## config.mk

```make
export PLATFORM = sky130hd
export DESIGN_NAME = uart_tx_arbiter_flat
export DESIGN_NICKNAME = d
export VERILOG_FILES = /design/src/rtl/uart_tx_arbiter_pkg.sv /design/src/rtl/uart_tx_arbiter_if.sv /design/src/rtl/uart_tx_arbiter_rr_arbiter.sv /design/src/rtl/uart_tx_arbiter.sv /design/src/flat_wrapper.sv
export SDC_FILE = /design/constraint.sdc
export NUM_CORES = 1
export LEC_CHECK = 0
export CORE_MARGIN = 5
export CORE_UTILIZATION = 51
export CTS_CLUSTER_DIAMETER = 50
export DETAILED_ROUTE_END_ITERATION = 10
export PLACE_DENSITY = 0.95
export SYNTH_ARGS = -nofsm -noshare
export SYNTH_HDL_FRONTEND = slang
export SYNTH_HIERARCHICAL = 1
export SYNTH_SLANG_ARGS = --single-unit
```

## constraint.sdc

```tcl
create_clock -name clk -period 3.1 [get_ports clk]
set_input_delay 0.62 -clock clk [delete_from_list [all_inputs] [get_ports clk]]
set_output_delay 0.62 -clock clk [all_outputs]
set_load 0.01 [all_outputs]
```

## src/rtl/uart_tx_arbiter_pkg.sv

```systemverilog
// -----------------------------------------------------------------------------
// uart_tx_arbiter_pkg
//   Shared definitions for the UART transmit arbiter slice: the FSM state
//   encoding, the byte width, and width helpers used for parameterised
//   ports and counters.
// -----------------------------------------------------------------------------
package uart_tx_arbiter_pkg;

    localparam int BYTE_W = 8;

    typedef enum logic [1:0] {
        ST_IDLE      = 2'd0,
        ST_LAUNCH    = 2'd1,
        ST_WAIT_DONE = 2'd2,
        ST_GAP       = 2'd3
    } state_e;

    // Width of an index into n items; at least one bit so a lone requester
    // still has a legal grant_id port.
    function automatic int idx_width(input int n);
        return (n > 1) ? $clog2(n) : 1;
    endfunction

    // Width of a counter able to hold max_val; at least one bit.
    function automatic int cnt_width(input int max_val);
        int w;
        w = $clog2(max_val + 1);
        return (w < 1) ? 1 : w;
    endfunction

endpackage

```

## src/rtl/uart_tx_arbiter_if.sv

```systemverilog
// -----------------------------------------------------------------------------
// uart_tx_arbiter_if
//   Bundles the requester handshake and the transmitter launch/complete
//   signals of the UART transmit arbiter.
//   slave  : the arbiter side (consumes requests and tx_done, drives the rest)
//   master : the requester / transmitter / status side
//   Signals:
//     req_valid[NUM_REQ]      per-requester byte valid
//     req_data[8*NUM_REQ]     byte i at [8i+7:8i]
//     req_ready[NUM_REQ]      one-hot accept
//     tx_enable, tx_byte      launch pulse and byte to the transmitter
//     tx_done                 end-of-frame pulse from the transmitter
//     grant_id, busy          owner of current frame, non-idle indicator
//     timeout_err, err_clr    sticky watchdog flag and its clear
// -----------------------------------------------------------------------------
interface uart_tx_arbiter_if #(
    parameter int NUM_REQ = 4
) ();
    import uart_tx_arbiter_pkg::*;

    localparam int IDX_W = idx_width(NUM_REQ);

    logic [NUM_REQ-1:0]        req_valid;
    logic [BYTE_W*NUM_REQ-1:0] req_data;
    logic [NUM_REQ-1:0]        req_ready;
    logic                      tx_enable;
    logic [BYTE_W-1:0]         tx_byte;
    logic                      tx_done;
    logic [IDX_W-1:0]          grant_id;
    logic                      busy;
    logic                      timeout_err;
    logic                      err_clr;

    modport slave (
        input  req_valid, req_data, tx_done, err_clr,
        output req_ready, tx_enable, tx_byte, grant_id, busy, timeout_err
    );

    modport master (
        output req_valid, req_data, tx_done, err_clr,
        input  req_ready, tx_enable, tx_byte, grant_id, busy, timeout_err
    );

endinterface

```

## src/rtl/uart_tx_arbiter_rr_arbiter.sv

```systemverilog
// -----------------------------------------------------------------------------
// rr_arbiter
//   Purely combinational round-robin picker. The search starts one position
//   after last_grant and wraps; the first set request wins.
//   Ports:
//     req[NUM_REQ]        request vector
//     last_grant[IDX_W]   index granted most recently
//     grant[NUM_REQ]      one-hot winner (all zero when no request)
//     grant_idx[IDX_W]    index of the winner (0 when no request)
//     grant_valid         at least one request present
// -----------------------------------------------------------------------------
module rr_arbiter
    import uart_tx_arbiter_pkg::*;
#(
    parameter  int NUM_REQ = 4,
    localparam int IDX_W   = idx_width(NUM_REQ)
) (
    input  logic [NUM_REQ-1:0] req,
    input  logic [IDX_W-1:0]   last_grant,
    output logic [NUM_REQ-1:0] grant,
    output logic [IDX_W-1:0]   grant_idx,
    output logic               grant_valid
);

    logic [NUM_REQ-1:0] upper;  // requests strictly after last_grant
    logic [NUM_REQ-1:0] cand;   // the half of the ring that is searched

    always_comb begin
        // NOTE: each variable gets a default before any conditional
        // assignment; a path that leaves it unassigned would infer a latch.
        upper = '0;
        for (int i = 0; i < NUM_REQ; i++) begin
            if (i > int'(last_grant)) begin
                upper[i] = req[i];
            end
        end
    end

    // If nothing lies after last_grant, wrap and take the lowest overall.
    assign cand        = (|upper) ? upper : req;
    assign grant_valid = |req;

    always_comb begin
        grant     = '0;
        grant_idx = '0;
        // Descending scan: the lowest set bit is written last and wins.
        for (int i = NUM_REQ - 1; i >= 0; i--) begin
            if (cand[i]) begin
                grant     = '0;
                grant[i]  = 1'b1;
                grant_idx = IDX_W'(i);
            end
        end
    end

endmodule

```

## src/rtl/uart_tx_arbiter.sv

```systemverilog
// -----------------------------------------------------------------------------
// uart_tx_arbiter
//   Shares one UART transmitter among NUM_REQ byte requesters. A round-robin
//   winner is accepted over valid/ready, launched with a one-cycle tx_enable,
//   then the block waits for tx_done and holds off GAP_CYCLES idle cycles.
//   A watchdog raises the sticky timeout_err if tx_done never arrives.
//   Ports:
//     clk   system clock, rising edge
//     rst   asynchronous active-low reset
//     bus   uart_tx_arbiter_if.slave (requester handshake, transmitter
//           launch/done, grant_id, busy, timeout_err, err_clr)
//   bus must be instantiated with the same NUM_REQ as this module.
// -----------------------------------------------------------------------------
module uart_tx_arbiter
    import uart_tx_arbiter_pkg::*;
#(
    parameter int NUM_REQ    = 4,
    parameter int GAP_CYCLES = 2,
    parameter int TIMEOUT    = 4096
) (
    input  logic              clk,
    input  logic              rst,
    uart_tx_arbiter_if.slave  bus
);

    localparam int IDX_W  = idx_width(NUM_REQ);
    localparam int WDOG_W = cnt_width(TIMEOUT);
    localparam int GAP_W  = cnt_width(GAP_CYCLES);

    localparam logic [WDOG_W-1:0] WDOG_LAST  = WDOG_W'(TIMEOUT - 1);
    localparam logic [GAP_W-1:0]  GAP_LAST   = GAP_W'((GAP_CYCLES > 0) ? GAP_CYCLES - 1 : 0);
    // Reset points last_grant at the top index so requester 0 wins first.
    localparam logic [IDX_W-1:0]  LAST_RESET = IDX_W'(NUM_REQ - 1);

    state_e              state_q, state_d;
    logic [IDX_W-1:0]    last_grant_q, last_grant_d;
    logic [IDX_W-1:0]    grant_id_q, grant_id_d;
    logic [BYTE_W-1:0]   tx_byte_q, tx_byte_d;
    logic                tx_enable_q, tx_enable_d;
    logic                busy_q, busy_d;
    logic                timeout_err_q, timeout_err_d;
    logic [WDOG_W-1:0]   wdog_q, wdog_d;
    logic [GAP_W-1:0]    gap_q, gap_d;

    logic [NUM_REQ-1:0]  win_onehot;
    logic [IDX_W-1:0]    win_idx;
    logic                win_valid;
    logic                accept;
    logic                wdog_fire;

    rr_arbiter #(
        .NUM_REQ (NUM_REQ)
    ) u_rr_arbiter (
        .req         (bus.req_valid),
        .last_grant  (last_grant_q),
        .grant       (win_onehot),
        .grant_idx   (win_idx),
        .grant_valid (win_valid)
    );

    // Ready is offered only in IDLE. It is also forced low while rst is
    // asserted, because the state register already reads IDLE then.
    assign bus.req_ready = (rst && state_q == ST_IDLE) ? win_onehot : '0;

    // The winner's ready bit is set exactly when its valid is, so any valid
    // in IDLE is a transfer.
    assign accept    = (state_q == ST_IDLE) && win_valid;

    // Timeout only when tx_done is absent in the final watchdog cycle.
    assign wdog_fire = (state_q == ST_WAIT_DONE) && (wdog_q == WDOG_LAST) && !bus.tx_done;

    always_comb begin
        state_d      = state_q;
        last_grant_d = last_grant_q;
        grant_id_d   = grant_id_q;
        tx_byte_d    = tx_byte_q;
        wdog_d       = wdog_q;
        gap_d        = gap_q;

        unique case (state_q)
            ST_IDLE: begin
                if (accept) begin
                    tx_byte_d    = bus.req_data[int'(win_idx) * BYTE_W +: BYTE_W];
                    grant_id_d   = win_idx;
                    last_grant_d = win_idx;
                    state_d      = ST_LAUNCH;
                end
            end
            ST_LAUNCH: begin
                // tx_done is not looked at here; the watchdog starts fresh.
                wdog_d  = '0;
                state_d = ST_WAIT_DONE;
            end
            ST_WAIT_DONE: begin
                wdog_d = wdog_q + 1'b1;
                if (bus.tx_done || wdog_q == WDOG_LAST) begin
                    gap_d   = '0;
                    state_d = (GAP_CYCLES > 0) ? ST_GAP : ST_IDLE;
                end
            end
            ST_GAP: begin
                if (gap_q == GAP_LAST) begin
                    state_d = ST_IDLE;
                end else begin
                    gap_d = gap_q + 1'b1;
                end
            end
        endcase

        // Outputs are registered from the next state so they align with it.
        tx_enable_d   = (state_d == ST_LAUNCH);
        busy_d        = (state_d != ST_IDLE);
        // Set has priority over clear.
        timeout_err_d = wdog_fire | (timeout_err_q & ~bus.err_clr);
    end

    always_ff @(posedge clk or negedge rst) begin
        if (!rst) begin
            state_q       <= ST_IDLE;
            last_grant_q  <= LAST_RESET;
            grant_id_q    <= '0;
            tx_byte_q     <= '0;
            tx_enable_q   <= 1'b0;
            busy_q        <= 1'b0;
            timeout_err_q <= 1'b0;
            wdog_q        <= '0;
            gap_q         <= '0;
        end else begin
            // NOTE: non-blocking assignments, so every flop samples the
            // pre-edge values regardless of statement order.
            state_q       <= state_d;
            last_grant_q  <= last_grant_d;
            grant_id_q    <= grant_id_d;
            tx_byte_q     <= tx_byte_d;
            tx_enable_q   <= tx_enable_d;
            busy_q        <= busy_d;
            timeout_err_q <= timeout_err_d;
            wdog_q        <= wdog_d;
            gap_q         <= gap_d;
        end
    end

    assign bus.tx_enable   = tx_enable_q;
    assign bus.tx_byte     = tx_byte_q;
    assign bus.grant_id    = grant_id_q;
    assign bus.busy        = busy_q;
    assign bus.timeout_err = timeout_err_q;

endmodule

```

## src/flat_wrapper.sv

```systemverilog
// flat-port wrapper written by rule: the top's interface ports become plain ports
module uart_tx_arbiter_flat import uart_tx_arbiter_pkg::*;
#(
    parameter int NUM_REQ    = 4,
    parameter int GAP_CYCLES = 2,
    parameter int TIMEOUT    = 4096
)
  (clk, rst, bus_req_valid, bus_req_data, bus_tx_done, bus_err_clr, bus_req_ready, bus_tx_enable, bus_tx_byte, bus_grant_id, bus_busy, bus_timeout_err);
  uart_tx_arbiter_if #(.NUM_REQ(NUM_REQ)) bus_i ();
  input  logic clk;
  input  logic rst;
  input wire logic [$bits(bus_i.req_valid)-1:0] bus_req_valid;
  input wire logic [$bits(bus_i.req_data)-1:0] bus_req_data;
  input wire logic [$bits(bus_i.tx_done)-1:0] bus_tx_done;
  input wire logic [$bits(bus_i.err_clr)-1:0] bus_err_clr;
  output wire logic [$bits(bus_i.req_ready)-1:0] bus_req_ready;
  output wire logic [$bits(bus_i.tx_enable)-1:0] bus_tx_enable;
  output wire logic [$bits(bus_i.tx_byte)-1:0] bus_tx_byte;
  output wire logic [$bits(bus_i.grant_id)-1:0] bus_grant_id;
  output wire logic [$bits(bus_i.busy)-1:0] bus_busy;
  output wire logic [$bits(bus_i.timeout_err)-1:0] bus_timeout_err;
  assign bus_i.req_valid = bus_req_valid;
  assign bus_i.req_data = bus_req_data;
  assign bus_i.tx_done = bus_tx_done;
  assign bus_i.err_clr = bus_err_clr;
  assign bus_req_ready = bus_i.req_ready;
  assign bus_tx_enable = bus_i.tx_enable;
  assign bus_tx_byte = bus_i.tx_byte;
  assign bus_grant_id = bus_i.grant_id;
  assign bus_busy = bus_i.busy;
  assign bus_timeout_err = bus_i.timeout_err;
  uart_tx_arbiter #(.NUM_REQ(NUM_REQ), .GAP_CYCLES(GAP_CYCLES), .TIMEOUT(TIMEOUT)) u_core (.clk(clk), .rst(rst), .bus(bus_i));
endmodule
```

# After elaboration in Yosys (flattened, before gate mapping)
# Index checks and enable logic that the tools add are counted.
word_totals:
  ff_bits: 32
  input_bits: 40
op_classes:
  n_addsub: 2
  shift: 1
  n_eq_ne: 8
  bitwise: 3
  reduce_logical: 14
  mux: 21
  n_lt_le_gt_ge: 3
ops:
  columns: ["operator", "count"]
  rows:
  - ["indexed part select 32 x 6 -> 8 bit", 1]
  - ["one-hot mux 13 bit (2 select lines)", 1]
  - ["two-way mux 4 bit", 6]
  - ["two-way mux 2 bit", 9]
  - ["adder 13 x 1 -> 13 bit, second input constant", 1]
  - ["== test 13 x 12 -> 1 bit, second input constant", 1]
  - ["one-hot mux 2 bit (4 select lines)", 1]
  - ["== test 2 x 1 -> 1 bit, second input constant", 3]
  - ["nonzero test 2 bit", 3]
  - ["== test 2 bit, second input constant", 2]
  - ["greater-than comparator 2 bit, first input constant", 2]
  - ["logical AND 1 bit", 4]
  - ["!= test 2 bit, second input constant", 2]
  - ["one-hot mux 2 bit (2 select lines)", 1]
  - ["OR reduction 4 bit", 1]
  - ["two-way mux 1 bit", 3]
  - ["AND reduction 3 bit", 1]
  - ["OR reduction 3 bit", 1]
  - ["adder 2 x 1 -> 2 bit, second input constant", 1]
  - ["greater-than comparator 1 x 2 -> 1 bit, first input constant", 1]
  - ["logical NOT 2 bit", 1]
  - ["AND reduction 2 bit", 1]
  - ["AND 1 bit", 1]
  - ["logical NOT 1 bit", 1]
  - ["3 further kinds", 3]

# Logic depth before layout (Yosys ltp)
logic_depth:
  ltp_word: 9
  ltp_mapped: 7
  mapped_depth_nobuf: 6

# Hierarchy
# Netlist, hierarchy kept.
by_module_without_submodules:
  columns: ["module", "seq_area_each_um2", "instances", "area_per_inst_um2", "cells_each"]
  rows:
  - ["uart_tx_arbiter", 803.3, 1, 1717.9, 149]
  - ["rr_arbiter", 0.0, 1, 171.4, 28]

# Worst setup path after synthesis
# Ideal clock, no wire load.
synth_path:
  path_type: "input port to flip-flop"
  start: "input bus_req_valid[2]"
  end: "register u_core.tx_byte_q[1] (netlist: u_core/bus.tx_byte[1])"
  t_arrival_ns: 1.979
  setup_ns: 0.125
  path_stages: 6
  t_required_ns: 2.975
  slack_ns: 0.996
  cell_sequence: "nand2b_1 > a21oi_1 > a221o_1 > buf_2 > mux4_2 > mux2_2"
synth_between:
  elab_chain_len: 8
synth_rtl:
  columns: ["item", "line", "rtl"]
  rows:
  - ["start, declared", "flat_wrapper.sv:12", "input wire logic [$bits(bus_i.req_valid)-1:0] bus_req_valid;"]
  - ["two-way mux 1 bit", "uart_tx_arbiter_rr_arbiter.sv:33", "if (i > int'(last_grant)) begin"]
  - ["OR reduction 3 bit", "uart_tx_arbiter_rr_arbiter.sv:40", "assign cand = (|upper) ? upper : req;"]
  - ["two-way mux 4 bit (*)", "uart_tx_arbiter_rr_arbiter.sv:40", null]
  - ["two-way mux 2 bit (3 in series)", "uart_tx_arbiter_rr_arbiter.sv:48", "if (cand[i]) begin"]
  - ["two-way mux 2 bit (*)", "uart_tx_arbiter_rr_arbiter.sv:48", null]
  - ["named net u_core.win_idx[0]", "uart_tx_arbiter.sv:46", "logic [IDX_W-1:0] win_idx;"]
  - ["indexed part select 32 x 6 -> 8 bit (*)", "uart_tx_arbiter.sv:83", "tx_byte_d = bus.req_data[int'(win_idx) * BYTE_W +: BYTE_W];"]
  - ["end signal, assigned", "uart_tx_arbiter.sv:134", "tx_byte_q <= tx_byte_d;"]
  - ["end, declared", "uart_tx_arbiter.sv:38", "logic [BYTE_W-1:0] tx_byte_q, tx_byte_d;"]
# Mark *: on every way through the listed nets, which the timed path passes. The rest lies on a longest branch.
# A chain may end at the register's enable or synchronous reset.

# Worst setup path after layout
layout_path:
  start: "input bus_req_valid[3]"
  end: "output bus_req_ready[1]"
layout_between:
  elab_chain_len: 7
layout_rtl:
  columns: ["item", "line", "rtl"]
  rows:
  - ["two-way mux 1 bit (*)", "uart_tx_arbiter_rr_arbiter.sv:33", null]
  - ["OR reduction 3 bit (*)", "uart_tx_arbiter_rr_arbiter.sv:40", null]
  - ["two-way mux 4 bit (*)", "uart_tx_arbiter_rr_arbiter.sv:40", null]
  - ["two-way mux 4 bit (2 in series)", "uart_tx_arbiter_rr_arbiter.sv:48", null]
  - ["two-way mux 4 bit (*)", "uart_tx_arbiter_rr_arbiter.sv:48", null]
  - ["named net u_core.win_onehot[1]", "uart_tx_arbiter.sv:45", "logic [NUM_REQ-1:0] win_onehot;"]
  - ["two-way mux 4 bit (*)", "uart_tx_arbiter.sv:63", "assign bus.req_ready = (rst && state_q == ST_IDLE) ? win_onehot : '0;"]
  - ["end, declared", "flat_wrapper.sv:16", "output wire logic [$bits(bus_i.req_ready)-1:0] bus_req_ready;"]
# Marked as above.

==> reports/metrics.yaml <==
die:
  io_pins: 57
  rows: 22
  start_util: 0.520
  chipWidth_um: 70.9
  die_y_um: 70.9
  die_area_um2: 5020
  core_area_um2: 3630
critical_path:
  r2r_setup_slack_ps: 920
  r2r_start: "u_core/last_grant_q[0]"
  critical_path.endpoint_type: "primary output"
  crit_path_top_delay_cell: "clkdlybuf4s50_1"
  worst-r2r-cell-count: 6
  crit_path_max_incr_delay_ps: 600
  path_cells: "clkdlybuf4s50_1, nand2b_4, and2_4, o311a_1, and3_1, clkdlybuf4s50_1"
  worstPathRequired_ps: 2480
  path_common_cell: "clkdlybuf4s50_1"
  cp_num_buf_inv: 2
  crit_arrival_ps: 2390
  path_class: "in2out"
  rr_endpoint: "u_core/bus.tx_byte[6]"
  path_depth: 6
  path_max_fanout: 5
  critPathLaunchType: "primary input"
  path_delay_family: "buffers and inverters"
power_and_ir_drop:
  ir_drop_uv: 412
  p_total_uw: 2090
  p_per_area_nw_per_um2: 800
  p_leak_uw: 0.00111
sta:
  tns_ps: 0
  finalHoldViolCount: 0
  drv_slew: 0
  worstMarginPinSlew_ps: 624
  skew_ps: 6.16
  rsz0062_at_grt: "false"
  setup_slack_ps: 92.3
  max_freq_mhz: 332
  fin_crit_sh: 0.970
  min_period_ps: 3010
  relSlewSlack: 0.583
  setup_violations: 0
layout:
  fin_nets: 283
  final_util: 0.720
  design_area_um2: 2620
  syn_to_final_growth_pct: 38.4
  diodes: 0
  drive_above_1_share: 0.160
synth:
  async_flop_share: 1.00
  yosysWarningCount: 6
  synth_area_per_cell_um2: 10.7
  synth_edf_count: 0
  synth_seq_cells: 32
  synth_cell_types: 46
  synth-main-ff-cell: "dfrtp_1"
  yosysSeqAreaShare: 0.425
  synth_area_um2: 1890
  syn-num-nets: 223
  synthCells: 177
clock_tree:
  clk_pin_slew_ps: 70
  clock-sinks: 32
  cts_buffers: 5
  cts_setup_buffers: 0
  clock_tree.root_cell: "clkbuf_8"
  cts_tree: "done"
  post_cts_resized: 0
  clockBufferDepth: 2
  holdBufCountCts: 0
  clock_latency_ps: 280
  ctsHtreeMaxLevel: 2
min_path:
  hold_path.class: "reg2reg"
  whs_path_depth: 1
  min_from: "u_core/bus.grant_id[0]"
  hold_path_end: "u_core/bus.grant_id[0]"
place:
  io_buffers: 56
  gp_congestion: 0.835
  pre_cts_ws_ps: 88.5
  dpl_cell_area_um2: 2510
  dp_hpwl_um: 3540
grt:
  grt.total_usage: 0.200
  grt_pass1_wl_um: 7830
  grt_pass1_vias: 1697
  antenna_found_initial: 0
  overflow: 0
  grt_max_degree: 33
detailed_routing:
  dr.pass1.iters: 4
  detail_route.wl_per_cell_um: 16.2
  drtAntennaViolNets: 0
  wirelength_um: 4650
  drtIter0Drc: 94
  via_per_inst: 5.59
  drc: 0
  dr_total_vias: 1600
outcome:
  outcome: "finished, final reports clean"
flow_run:
  drv_cap: 0
-- cells in the mapped netlist (2+ instances only) --
cell | count | share of area
a21o_1 | 5 | 0.020
a21oi_1 | 8 | 0.021
and3_1 | 7 | 0.023
buf_2 | 2 | 0.0053
clkbuf_1 | 3 | 0.0060
dfrtp_1 | 30 | 0.40
dfstp_2 | 2 | 0.028
ha_1 | 6 | 0.040
inv_1 | 10 | 0.020
mux2_2 | 9 | 0.054
mux2i_1 | 2 | 0.011
mux4_2 | 8 | 0.095
nand2_1 | 11 | 0.022
nand2b_1 | 3 | 0.0099
nand3_1 | 6 | 0.016
nand4_1 | 3 | 0.0099
nor2_1 | 11 | 0.022
nor2b_1 | 4 | 0.013
nor3_1 | 5 | 0.013
nor4_1 | 2 | 0.0066
o21ai_0 | 7 | 0.019
o21ai_1 | 3 | 0.0079
o22ai_1 | 2 | 0.0066
xnor2_1 | 6 | 0.028
-- power by group --
group	total (uW)	internal (uW)	switching, uW
Sequential	662	559	102
Clock	387	238	148
Combinational	1040	561	483
Total	2090	1360	733
-- sequential cells by signal, summed over array words and instances (netlist names) --
signal	count
u_core/state_q	2
u_core/bus.tx_enable	1
u_core/bus.busy	1
u_core/wdog_q	13
u_core/bus.grant_id	2
u_core/last_grant_q	2
u_core/bus.tx_byte	8
u_core/gap_q	2
u_core/bus.timeout_err	1
-- logic make-up (layout without fill, tap and decap cells) --
logic type	after synthesis	after routing	share of synthesized area
and+or+nand+nor	62	62	0.188
AOI/OAI and AO/OA	34	34	0.121
DFF	32	32	0.425
adders and majority gates	6	6	0.0397
buffers and inverters	18	79	0.0391
xor gates and xnor gates	6	6	0.0278
muxes	19	19	0.160
-- how the worst max path moves through the flow --
stage / slack (ps) / start / to
global placement: 130 / bus_req_valid[3] / bus_req_ready[1]
detailed placement: 90 / bus_req_valid[3] / bus_req_ready[1]
CTS: 90 / bus_req_valid[3] / bus_req_ready[1]
global route: 40 / bus_req_valid[3] / bus_req_ready[1]
floorplan: 1000 / bus_req_valid[2] / u_core/bus.tx_byte[1]
finish: 90 / bus_req_valid[3] / bus_req_ready[1]
-- per-stage QoR --
| stage | hold WS [ps] | std cells |
|---|---|---|
| after floorplan | 324 | 177 |
| after CTS | 488 | 286 |
| after global routing | 506 | 286 |
| final | 484 | 286 |
| after detailed placement | 472 | 278 |
| after global placement | 459 | 278 |
-- area by class of cell --
class                      instances  area [um2]
clock inverter                     2        35.0
inverter                          11        41.3
multi-input combinational        127        1010
timing repair buffer              60         591
clock buffer                       6        72.6
sequential                        32         803
fill                             271        1020
tap                               48        60.1
-- layout by cell type, fill, tap and decap left out, drive strengths merged, types with 6 or more instances in the layout --
master | Yosys | routed
clkdlybuf4s50 | 0 | 56
dfrtp | 30 | 30
nand2 | 11 | 11
nor2 | 11 | 11
inv | 11 | 11
o21ai | 10 | 10
mux2 | 9 | 9
a21oi | 8 | 8
mux4 | 8 | 8
and3 | 7 | 7
nand3 | 6 | 6
xnor2 | 6 | 6
ha | 6 | 6
clkbuf | 3 | 6
-- worst reg2reg max path, delay by kind of cell, from the launching register on --
family / cells / cell delay, ps
and+or+nand+nor: 1 / 150
muxes: 2 / 730
DFF: 1 / 600
AOI/OAI and AO/OA: 2 / 390
buffers and inverters: 1 / 200
-- metal layers --
layer  vias up  track usage  part of all wire
met5         -            0                 0
met4         0        0.106             0.040
met3        16       0.0455             0.045
met2        52        0.370              0.54
met1       764        0.209              0.37
li1        768            -                 -
Note: power is estimated with default switching activity, not from simulation.
